## config.mk

```make
export PLATFORM = sky130hd
export DESIGN_NAME = inst_fetch_queue_flat
export DESIGN_NICKNAME = d
export VERILOG_FILES = /design/src/rtl/inst_fetch_queue_if.sv /design/src/rtl/inst_fetch_queue.sv /design/src/flat_wrapper.sv
export SDC_FILE = /design/constraint.sdc
export NUM_CORES = 2
export LEC_CHECK = 0
export CORE_MARGIN = 10
export CORE_UTILIZATION = 49
export CTS_CLUSTER_SIZE = 30
export DETAILED_ROUTE_END_ITERATION = 16
export PLACE_DENSITY = 0.74
export SLEW_MARGIN = 20
export SYNTH_ARGS = -nofsm -noshare
export SYNTH_HDL_FRONTEND = slang
export SYNTH_SLANG_ARGS = --single-unit
```

## constraint.sdc

```tcl
create_clock -name clk -period 6 [get_ports clk]
set_input_delay 0.6 -clock clk [delete_from_list [all_inputs] [get_ports clk]]
set_output_delay 0.6 -clock clk [all_outputs]
set_load 0.03 [all_outputs]
```

## src/rtl/inst_fetch_queue_if.sv

```systemverilog
// Fetch-side push bus and decode-side issue/output bus of the instruction fetch queue.
// The queue takes the slave modport; the fetch/decode environment takes the master modport.
interface inst_fetch_queue_if;
    logic        flush;
    logic        in_valid0;
    logic        in_valid1;
    logic [31:0] in_pc0;
    logic [31:0] in_inst0;
    logic        in_adel0;
    logic [31:0] in_pc1;
    logic [31:0] in_inst1;
    logic        in_adel1;
    logic        almost_full;
    logic        empty;
    logic        issue0;
    logic        issue1;
    logic        out_valid0;
    logic [31:0] out_pc0;
    logic [31:0] out_inst0;
    logic        out_adel0;
    logic        out_valid1;
    logic [31:0] out_pc1;
    logic [31:0] out_inst1;
    logic        out_adel1;

    modport master (
        output flush, in_valid0, in_valid1, in_pc0, in_inst0, in_adel0,
               in_pc1, in_inst1, in_adel1, issue0, issue1,
        input  almost_full, empty, out_valid0, out_pc0, out_inst0, out_adel0,
               out_valid1, out_pc1, out_inst1, out_adel1
    );

    modport slave (
        input  flush, in_valid0, in_valid1, in_pc0, in_inst0, in_adel0,
               in_pc1, in_inst1, in_adel1, issue0, issue1,
        output almost_full, empty, out_valid0, out_pc0, out_inst0, out_adel0,
               out_valid1, out_pc1, out_inst1, out_adel1
    );
endinterface

```

## src/rtl/inst_fetch_queue.sv

```systemverilog
// Dual-wide instruction queue between icache return and the two ID decoder slots.
// Pushes and retires 0/1/2 entries per cycle; flush empties it at the next edge.
module inst_fetch_queue #(
    parameter int DEPTH  = 16,
    parameter int ADDR_W = 4
) (
    input logic               clk,
    input logic               resetn,
    inst_fetch_queue_if.slave fq
);
    typedef struct packed {
        logic [31:0] pc;
        logic [31:0] inst;
        logic        adel;
    } entry_t;

    localparam logic [ADDR_W:0] AF_LIMIT = (ADDR_W+1)'(DEPTH - 2);
    localparam logic [ADDR_W:0] TWO      = (ADDR_W+1)'(2);

    entry_t            storage [DEPTH];
    logic [ADDR_W-1:0] rd_ptr;
    logic [ADDR_W-1:0] wr_ptr;
    logic [ADDR_W-1:0] rd_ptr1;
    logic [ADDR_W-1:0] wr_ptr1;
    logic [ADDR_W:0]   count;
    logic [ADDR_W:0]   count_next;
    logic [1:0]        npush;
    logic [1:0]        npop;
    entry_t            rd0;
    entry_t            rd1;

    assign rd_ptr1 = rd_ptr + ADDR_W'(1);
    assign wr_ptr1 = wr_ptr + ADDR_W'(1);

    // Status and read path depend only on registered state, so a push is never bypassed to the outputs.
    assign fq.almost_full = (count > AF_LIMIT);
    assign fq.empty       = (count == '0);
    assign fq.out_valid0  = (count != '0);
    assign fq.out_valid1  = (count >= TWO);

    assign rd0 = storage[rd_ptr];
    assign rd1 = storage[rd_ptr1];

    assign fq.out_pc0   = fq.out_valid0 ? rd0.pc   : '0;
    assign fq.out_inst0 = fq.out_valid0 ? rd0.inst : '0;
    assign fq.out_adel0 = fq.out_valid0 ? rd0.adel : 1'b0;
    assign fq.out_pc1   = fq.out_valid1 ? rd1.pc   : '0;
    assign fq.out_inst1 = fq.out_valid1 ? rd1.inst : '0;
    assign fq.out_adel1 = fq.out_valid1 ? rd1.adel : 1'b0;

    always_comb begin
        npush = 2'd0;
        if (!fq.flush && fq.in_valid0 && !fq.almost_full)
            npush = fq.in_valid1 ? 2'd2 : 2'd1;
    end

    always_comb begin
        npop = 2'd0;
        if (!fq.flush && fq.issue0 && fq.out_valid0)
            npop = (fq.issue1 && fq.out_valid1) ? 2'd2 : 2'd1;
    end

    assign count_next = count + {{(ADDR_W-1){1'b0}}, npush} - {{(ADDR_W-1){1'b0}}, npop};

    always_ff @(posedge clk or negedge resetn) begin
        if (!resetn) begin
            rd_ptr <= '0;
            wr_ptr <= '0;
            count  <= '0;
        end else if (fq.flush) begin
            rd_ptr <= '0;
            wr_ptr <= '0;
            count  <= '0;
        end else begin
            rd_ptr <= rd_ptr + ADDR_W'(npop);
            wr_ptr <= wr_ptr + ADDR_W'(npush);
            count  <= count_next;
        end
    end

    // Storage carries no reset; stale contents are hidden by the output masking above.
    always_ff @(posedge clk) begin
        if (npush != 2'd0)
            storage[wr_ptr] <= '{pc: fq.in_pc0, inst: fq.in_inst0, adel: fq.in_adel0};
        if (npush == 2'd2)
            storage[wr_ptr1] <= '{pc: fq.in_pc1, inst: fq.in_inst1, adel: fq.in_adel1};
    end
endmodule

```

## src/flat_wrapper.sv

```systemverilog
// flat-port wrapper written by rule: the top's interface ports become plain ports
module inst_fetch_queue_flat 
#(
    parameter int DEPTH  = 16,
    parameter int ADDR_W = 4
)
  (clk, resetn, fq_flush, fq_in_valid0, fq_in_valid1, fq_in_pc0, fq_in_inst0, fq_in_adel0, fq_in_pc1, fq_in_inst1, fq_in_adel1, fq_issue0, fq_issue1, fq_almost_full, fq_empty, fq_out_valid0, fq_out_pc0, fq_out_inst0, fq_out_adel0, fq_out_valid1, fq_out_pc1, fq_out_inst1, fq_out_adel1);
  inst_fetch_queue_if fq_i ();
  input logic clk;
  input logic resetn;
  input wire logic [$bits(fq_i.flush)-1:0] fq_flush;
  input wire logic [$bits(fq_i.in_valid0)-1:0] fq_in_valid0;
  input wire logic [$bits(fq_i.in_valid1)-1:0] fq_in_valid1;
  input wire logic [$bits(fq_i.in_pc0)-1:0] fq_in_pc0;
  input wire logic [$bits(fq_i.in_inst0)-1:0] fq_in_inst0;
  input wire logic [$bits(fq_i.in_adel0)-1:0] fq_in_adel0;
  input wire logic [$bits(fq_i.in_pc1)-1:0] fq_in_pc1;
  input wire logic [$bits(fq_i.in_inst1)-1:0] fq_in_inst1;
  input wire logic [$bits(fq_i.in_adel1)-1:0] fq_in_adel1;
  input wire logic [$bits(fq_i.issue0)-1:0] fq_issue0;
  input wire logic [$bits(fq_i.issue1)-1:0] fq_issue1;
  output wire logic [$bits(fq_i.almost_full)-1:0] fq_almost_full;
  output wire logic [$bits(fq_i.empty)-1:0] fq_empty;
  output wire logic [$bits(fq_i.out_valid0)-1:0] fq_out_valid0;
  output wire logic [$bits(fq_i.out_pc0)-1:0] fq_out_pc0;
  output wire logic [$bits(fq_i.out_inst0)-1:0] fq_out_inst0;
  output wire logic [$bits(fq_i.out_adel0)-1:0] fq_out_adel0;
  output wire logic [$bits(fq_i.out_valid1)-1:0] fq_out_valid1;
  output wire logic [$bits(fq_i.out_pc1)-1:0] fq_out_pc1;
  output wire logic [$bits(fq_i.out_inst1)-1:0] fq_out_inst1;
  output wire logic [$bits(fq_i.out_adel1)-1:0] fq_out_adel1;
  assign fq_i.flush = fq_flush;
  assign fq_i.in_valid0 = fq_in_valid0;
  assign fq_i.in_valid1 = fq_in_valid1;
  assign fq_i.in_pc0 = fq_in_pc0;
  assign fq_i.in_inst0 = fq_in_inst0;
  assign fq_i.in_adel0 = fq_in_adel0;
  assign fq_i.in_pc1 = fq_in_pc1;
  assign fq_i.in_inst1 = fq_in_inst1;
  assign fq_i.in_adel1 = fq_in_adel1;
  assign fq_i.issue0 = fq_issue0;
  assign fq_i.issue1 = fq_issue1;
  assign fq_almost_full = fq_i.almost_full;
  assign fq_empty = fq_i.empty;
  assign fq_out_valid0 = fq_i.out_valid0;
  assign fq_out_pc0 = fq_i.out_pc0;
  assign fq_out_inst0 = fq_i.out_inst0;
  assign fq_out_adel0 = fq_i.out_adel0;
  assign fq_out_valid1 = fq_i.out_valid1;
  assign fq_out_pc1 = fq_i.out_pc1;
  assign fq_out_inst1 = fq_i.out_inst1;
  assign fq_out_adel1 = fq_i.out_adel1;
  inst_fetch_queue #(.DEPTH(DEPTH), .ADDR_W(ADDR_W)) u_core (.clk(clk), .resetn(resetn), .fq(fq_i));
endmodule
```

== Yosys cells after proc, flatten, opt, wreduce, memory -nomap -nowiden ==
Memories as Yosys holds them, arrays and structs flattened.
Cells that the tools add are included.

* Add/subtract/negate cells: 6
* $lt $le $gt $ge: 2
* Equal/unequal tests: 1
* Muxes and demuxes: 17
* Reductions and logical operators: 10

{| class="wikitable"
|+ Operators with widths
! cell !! number
|-
| two-way mux 32 bit || 4
|-
| adder 4 x 1 -> 4 bit, second input constant || 2
|-
| adder 4 x 2 -> 4 bit || 2
|-
| two-way mux 2 bit || 4
|-
| two-way mux 4 bit || 2
|-
| two-way mux 1 bit || 6
|-
| adder 5 x 2 -> 5 bit || 1
|-
| >= comparator 5 x 2 -> 1 bit, second input constant || 1
|-
| greater-than comparator 5 x 4 -> 1 bit, second input constant || 1
|-
| logical AND 1 bit || 5
|-
| zero test 5 bit || 1
|-
| two-way mux 5 bit || 1
|-
| nonzero test 5 bit || 1
|-
| subtractor 5 x 2 -> 5 bit || 1
|-
| == test 2 bit, second input constant || 1
|-
| zero test 1 bit || 2
|-
| nonzero test 2 bit || 1
|}

* Register bits after elaboration: 13
* Memory bits (writable): 1040
* Input bits: 137
* Output and inout bits: 134
* Logic and storage cells: 40
* Memories kept: 1

{| class="wikitable"
|+ Memories
! name !! depth !! width !! read ports !! clocked after Yosys merged registers in !! write ports !! RTL line !! source
|-
| u_core.storage || 16 || 65 || 2 || 0 || 2 || inst_fetch_queue.sv:20 || <nowiki>entry_t storage [DEPTH];</nowiki>
|}

== Longest topological paths before layout ==
* Depth after elaboration: 7
* Depth in mapped cells: 16
* Gate-level depth less buffers: 15

== Least setup slack after synthesis ==
Ideal clock, no wire load.

* Path kind: register to register
* From: reg u_core.count[4]
* To: mem u_core.storage[4][0] (netlist name), enable pin
* Library setup time: 511 ps
* Arrival: 4604 ps
* Required time: 5489 ps
* Path slack: 885 ps
* Stages on the path, launching flop included: 7
* Buffers on the path: 1
* Clock period less this slack: 5115 ps
* Cells stage by stage: dfrtp_1 -> inv_2 -> ha_1 -> and3_1 -> buf_6 -> o2111ai_4 -> o22ai_1

{| class="wikitable"
|+ RTL lines
! item !! RTL line !! source
|-
| start: declaration || inst_fetch_queue.sv:25 || <nowiki>logic [ADDR_W:0] count;</nowiki>
|-
| start signal: assignment || inst_fetch_queue.sv:77 || <nowiki>count <= count_next;</nowiki>
|-
| end: declaration || inst_fetch_queue.sv:20 ||
|}

== Worst setup path in the final report ==
* From: reg u_core.rd_ptr[1]
* To: out fq_out_inst1[30]

* Longest elaborated chain between the ends: 3

{| class="wikitable"
|+ Ends and longest elaborated chain
! item !! RTL line !! source
|-
| start: declaration || inst_fetch_queue.sv:21 || <nowiki>logic [ADDR_W-1:0] rd_ptr;</nowiki>
|-
| start signal: assignment || inst_fetch_queue.sv:75 || <nowiki>rd_ptr <= rd_ptr + ADDR_W'(npop);</nowiki>
|-
| adder 4 x 1 -> 4 bit || inst_fetch_queue.sv:32 || <nowiki>assign rd_ptr1 = rd_ptr + ADDR_W'(1);</nowiki>
|-
| memory read (16 x 65 bit) || -- ||
|-
| two-way mux 32 bit || inst_fetch_queue.sv:48 || <nowiki>assign fq.out_inst1 = fq.out_valid1 ? rd1.inst : '0;</nowiki>
|-
| end: declaration || flat_wrapper.sv:30 || <nowiki>output wire logic [$bits(fq_i.out_inst1)-1:0] fq_out_inst1;</nowiki>
|}

Every way passes these cells.

==> summary.md <==
| Metric | Value |
|---|---|
| Status | `complete, no violations` |
| Reg clk slew, reported paths | `0.06 ns` |
| Synthesized Nets | `3887` |
| RSZ-0062 raised after global routing | `no` |
| Clk_lat worst skew | `0.75 ns` |
| Worst Skew | `0.0233 ns` |
| Sequential-to-total area share from yosys stat | `49.3%` |
| CTS tree | `yes` |
| Clock sink count | `1053` |
| Register bit total from synthesis | `1053` |
| Core Util, Final | `54.9%` |
| Die Height | `382 um` |
| Post-route clock period utilization | `91.6%` |
| GRT Overall Usage | `27.3%` |
| Final WS setup | `0.503 ns` |
| Root buf cell | `clkbuf_16` |
| First-pass GRT wire length | `292 mm` |
| DR vias | `39700` |
| Max VDD drop | `0.000394 V` |
| Final #Nets | `3925` |
| # DRC | `0` |
| Min Tclk post-route | `5.50 ns` |
| Worst Setup Start Kind | `flip-flop` |
| Final Hold Fails | `0` |
| Resized cells post-CTS | `0` |
| Power Density | `334 nW/um2` |
| Final Power | `23.8 mW` |
| CTS Hold Buffers Added | `0` |
| Port buffer count | `270` |
| Inst Count DP | `5397` |
| DP Worst Slack | `1.37 ns` |
| Final-layout fill cell count | `10000` |
| Antenna violations before repair | `30` |
| Headroom to the max-slew limit | `23.9%` |
| Achievable clock frequency | `182 MHz` |
| Core area | `130000 um2` |
| Max Buffers Root-to-Sink | `3` |
| Die Footprint | `146000 um2` |
| Slowest CP cell | `nand2_4` |
| Routed len/inst | `36.4 um` |
| Commonest non-fill, non-tap cell in the layout | `edfxtp_1` |
| Most frequent cells in the layout | `1040 x edfxtp_1, 520 x mux4_2, 429 x mux2_2` |
| Post-CTS Setup Repair Bufs | `0` |
| Worst slew pin tran | `1.14 ns` |
| Syn-to-layout area delta | `11.2%` |
| Top Family by Delay on Critical Path | `simple AND/OR/NAND/NOR gates` |
| Post-Layout Cell Count | `5616` |
| Arrival time at the worst endpoint | `4.90 ns` |
| Detailed Route Iter0 Violations | `5754` |
| Vias per inst | `7.07` |
| Worst Hold Class | `primary input to async pin` |
| Post-Syn Area | `64000 um2` |
| Hpwl dp | `111 mm` |
| Final setup fails | `0` |
| Critical path class | `flip-flop to output pin` |
| Largest net degree at the start of global routing | `145` |
| Clock buffer count from CTS | `113` |
| Avg Inst Size Synth | `17.2 um2` |
| P_leak | `21.9 nW` |
| Worst-path cell chain | `ha_4 > nand4b_1 > nand2_4 > nand3_1 > a41oi_1 > clkdlybuf4s50_1` |
| Netlist cell types | `49` |
| Number of global-route vias before repair | `39900` |
| Layout cells sized above 1 | `43.1%` |
| H-tree level count | `3` |
| Setup TNS Final | `0 ns` |
| Overflow after GRT | `0` |
| Reg2reg setup slack | `1.62 ns` |
| Max-slew violations | `0` |
| Data required, critical path | `5.40 ns` |
| EDFF count, synth | `1040` |
| Top_reg_cell synth | `edfxtp_1` |
| WL final | `204 mm` |
| Die width | `382 um` |
| Row Count | `132` |
| Synth warn | `0` |
| Post-route ant nets | `0` |
| Post-Syn Instances | `3732` |
| CP Capture Type | `output pin` |
| Slowest stage delay, CP | `0.91 ns` |
| Fraction of registers with async set/reset | `1.23%` |
| RePlAce Congestion | `0.792` |
| Router iterations before antenna repair | `6` |
| IO Pins | `271` |
| Max-Cap Viols | `0` |
| Starting Density | `49.4%` |
| Worst Path Buf+Inv | `1` |
| Critical Path Fanout Max | `49` |
power breakdown:
part / total, mW / internal (mW) / switching (mW) / leakage (nW)
logic: 8.61 / 3.83 / 4.78 / 10.6
clock network: 6.83 / 3.86 / 2.97 / 1.71
registers: 8.35 / 8.22 / 0.133 / 9.54
total: 23.8 / 15.9 / 7.88 / 21.9
worst reg2reg max path, cell delays in order (launching register included):
cell and delay (ns):
dfrtp_1 0.44, inv_1 0.11, ha_1 0.23, a31oi_1 0.21
o21a_4 0.71, buf_4 0.71, nor4b_1 0.13, buf_4 0.20
fa_1 0.50, fa_1 0.43, nand2b_1 0.17, a21oi_1 0.20
or3_1 0.13, a21oi_1 0.05
metrics by stage:
stage	instance area (um2)	hold slack, ns
5_1_grt	71200	0.329
3_3_place_gp	67700	0.632
4_1_cts	71100	0.274
3_5_place_dp	67700	0.650
6_report	71200	0.268
2_1_floorplan	64000	0.304
cell families after synthesis:
kind of cell               after synthesis  share of synthesized area [%]
muxes                                 1690                           41.0
and+or+nand+nor                        326                           2.71
buffers and inverters                  473                           4.62
adders and majority gates               18                          0.399
DFF                                   1053                           49.3
AOI/OAI and AO/OA                      166                           1.96
xor gates and xnor gates                 6                         0.0821
per-layer routing:
metal,up-vias,share of wire [%],global-route usage [%],wire [um]
li1,15500,-,-,-
met1,21000,37,35.2,74700
met2,2732,48,43.8,98000
met3,497,11,6.75,23100
met4,28,4.1,11.5,8380
met5,-,0.097,0,199
area by class of cell:
cell class,count,area [um2],share of cell area (%)
diodes,15,37.5,0.0527
clock buffers,147,2990,4.20
clock inverters,57,505,0.710
inverters,17,63.8,0.0896
multi-input cells,2206,29800,41.9
flip-flops and latches,1053,31600,44.3
well taps,1742,2180,3.06
repair buffers,379,4010,5.63
worst paths after layout:
check	end	startpoint	depth (start not counted)
max	fq_out_inst1[30]	u_core.rd_ptr[1]	6
min	u_core.count[1]	resetn	1
max reg2reg	u_core.count[4]	u_core.count[2]	13
min reg2reg	u_core.wr_ptr[3]	u_core.wr_ptr[3]	2
max in group asynchronous	u_core.rd_ptr[2]	resetn	1
min in group clk	u_core.wr_ptr[3]	u_core.wr_ptr[3]	2
cell usage after synthesis (2+ instances only):
cell	n	area [um2]
buf_4	11	82.6
buf_1	28	105
o22ai_1	69	432
clkbuf_1	204	766
dfrtp_1	13	325
o21a_1	2	15.0
a21oi_1	18	90.1
buf_6	44	495
nor2_1	17	63.8
fa_1	4	80.1
mux2_2	429	4830
o2111ai_4	2	52.6
xnor2_1	5	43.8
inv_1	16	60.1
or2_2	2	12.5
edfxtp_1	1040	31200
nor2b_1	8	50.1
mux2_1	211	2380
nand3_1	261	1310
buf_2	129	646
nand2_1	10	37.5
a41oi_1	65	569
mux2_4	400	6010
o211ai_1	4	30.0
mux2i_1	130	1300
ha_1	14	175
nand2b_1	6	37.5
o211ai_4	2	42.5
mux4_2	520	11700
buf_12	40	801
nand3b_2	2	22.5
nand4_1	2	12.5
nor2_4	8	90.1
registers in the layout, indices dropped and copies added, names as in the netlist:
register	cells
u_core.storage	1040
u_core.count	5
u_core.rd_ptr	4
u_core.wr_ptr	4
No activity file was read; power rests on OpenSTA's default activity.
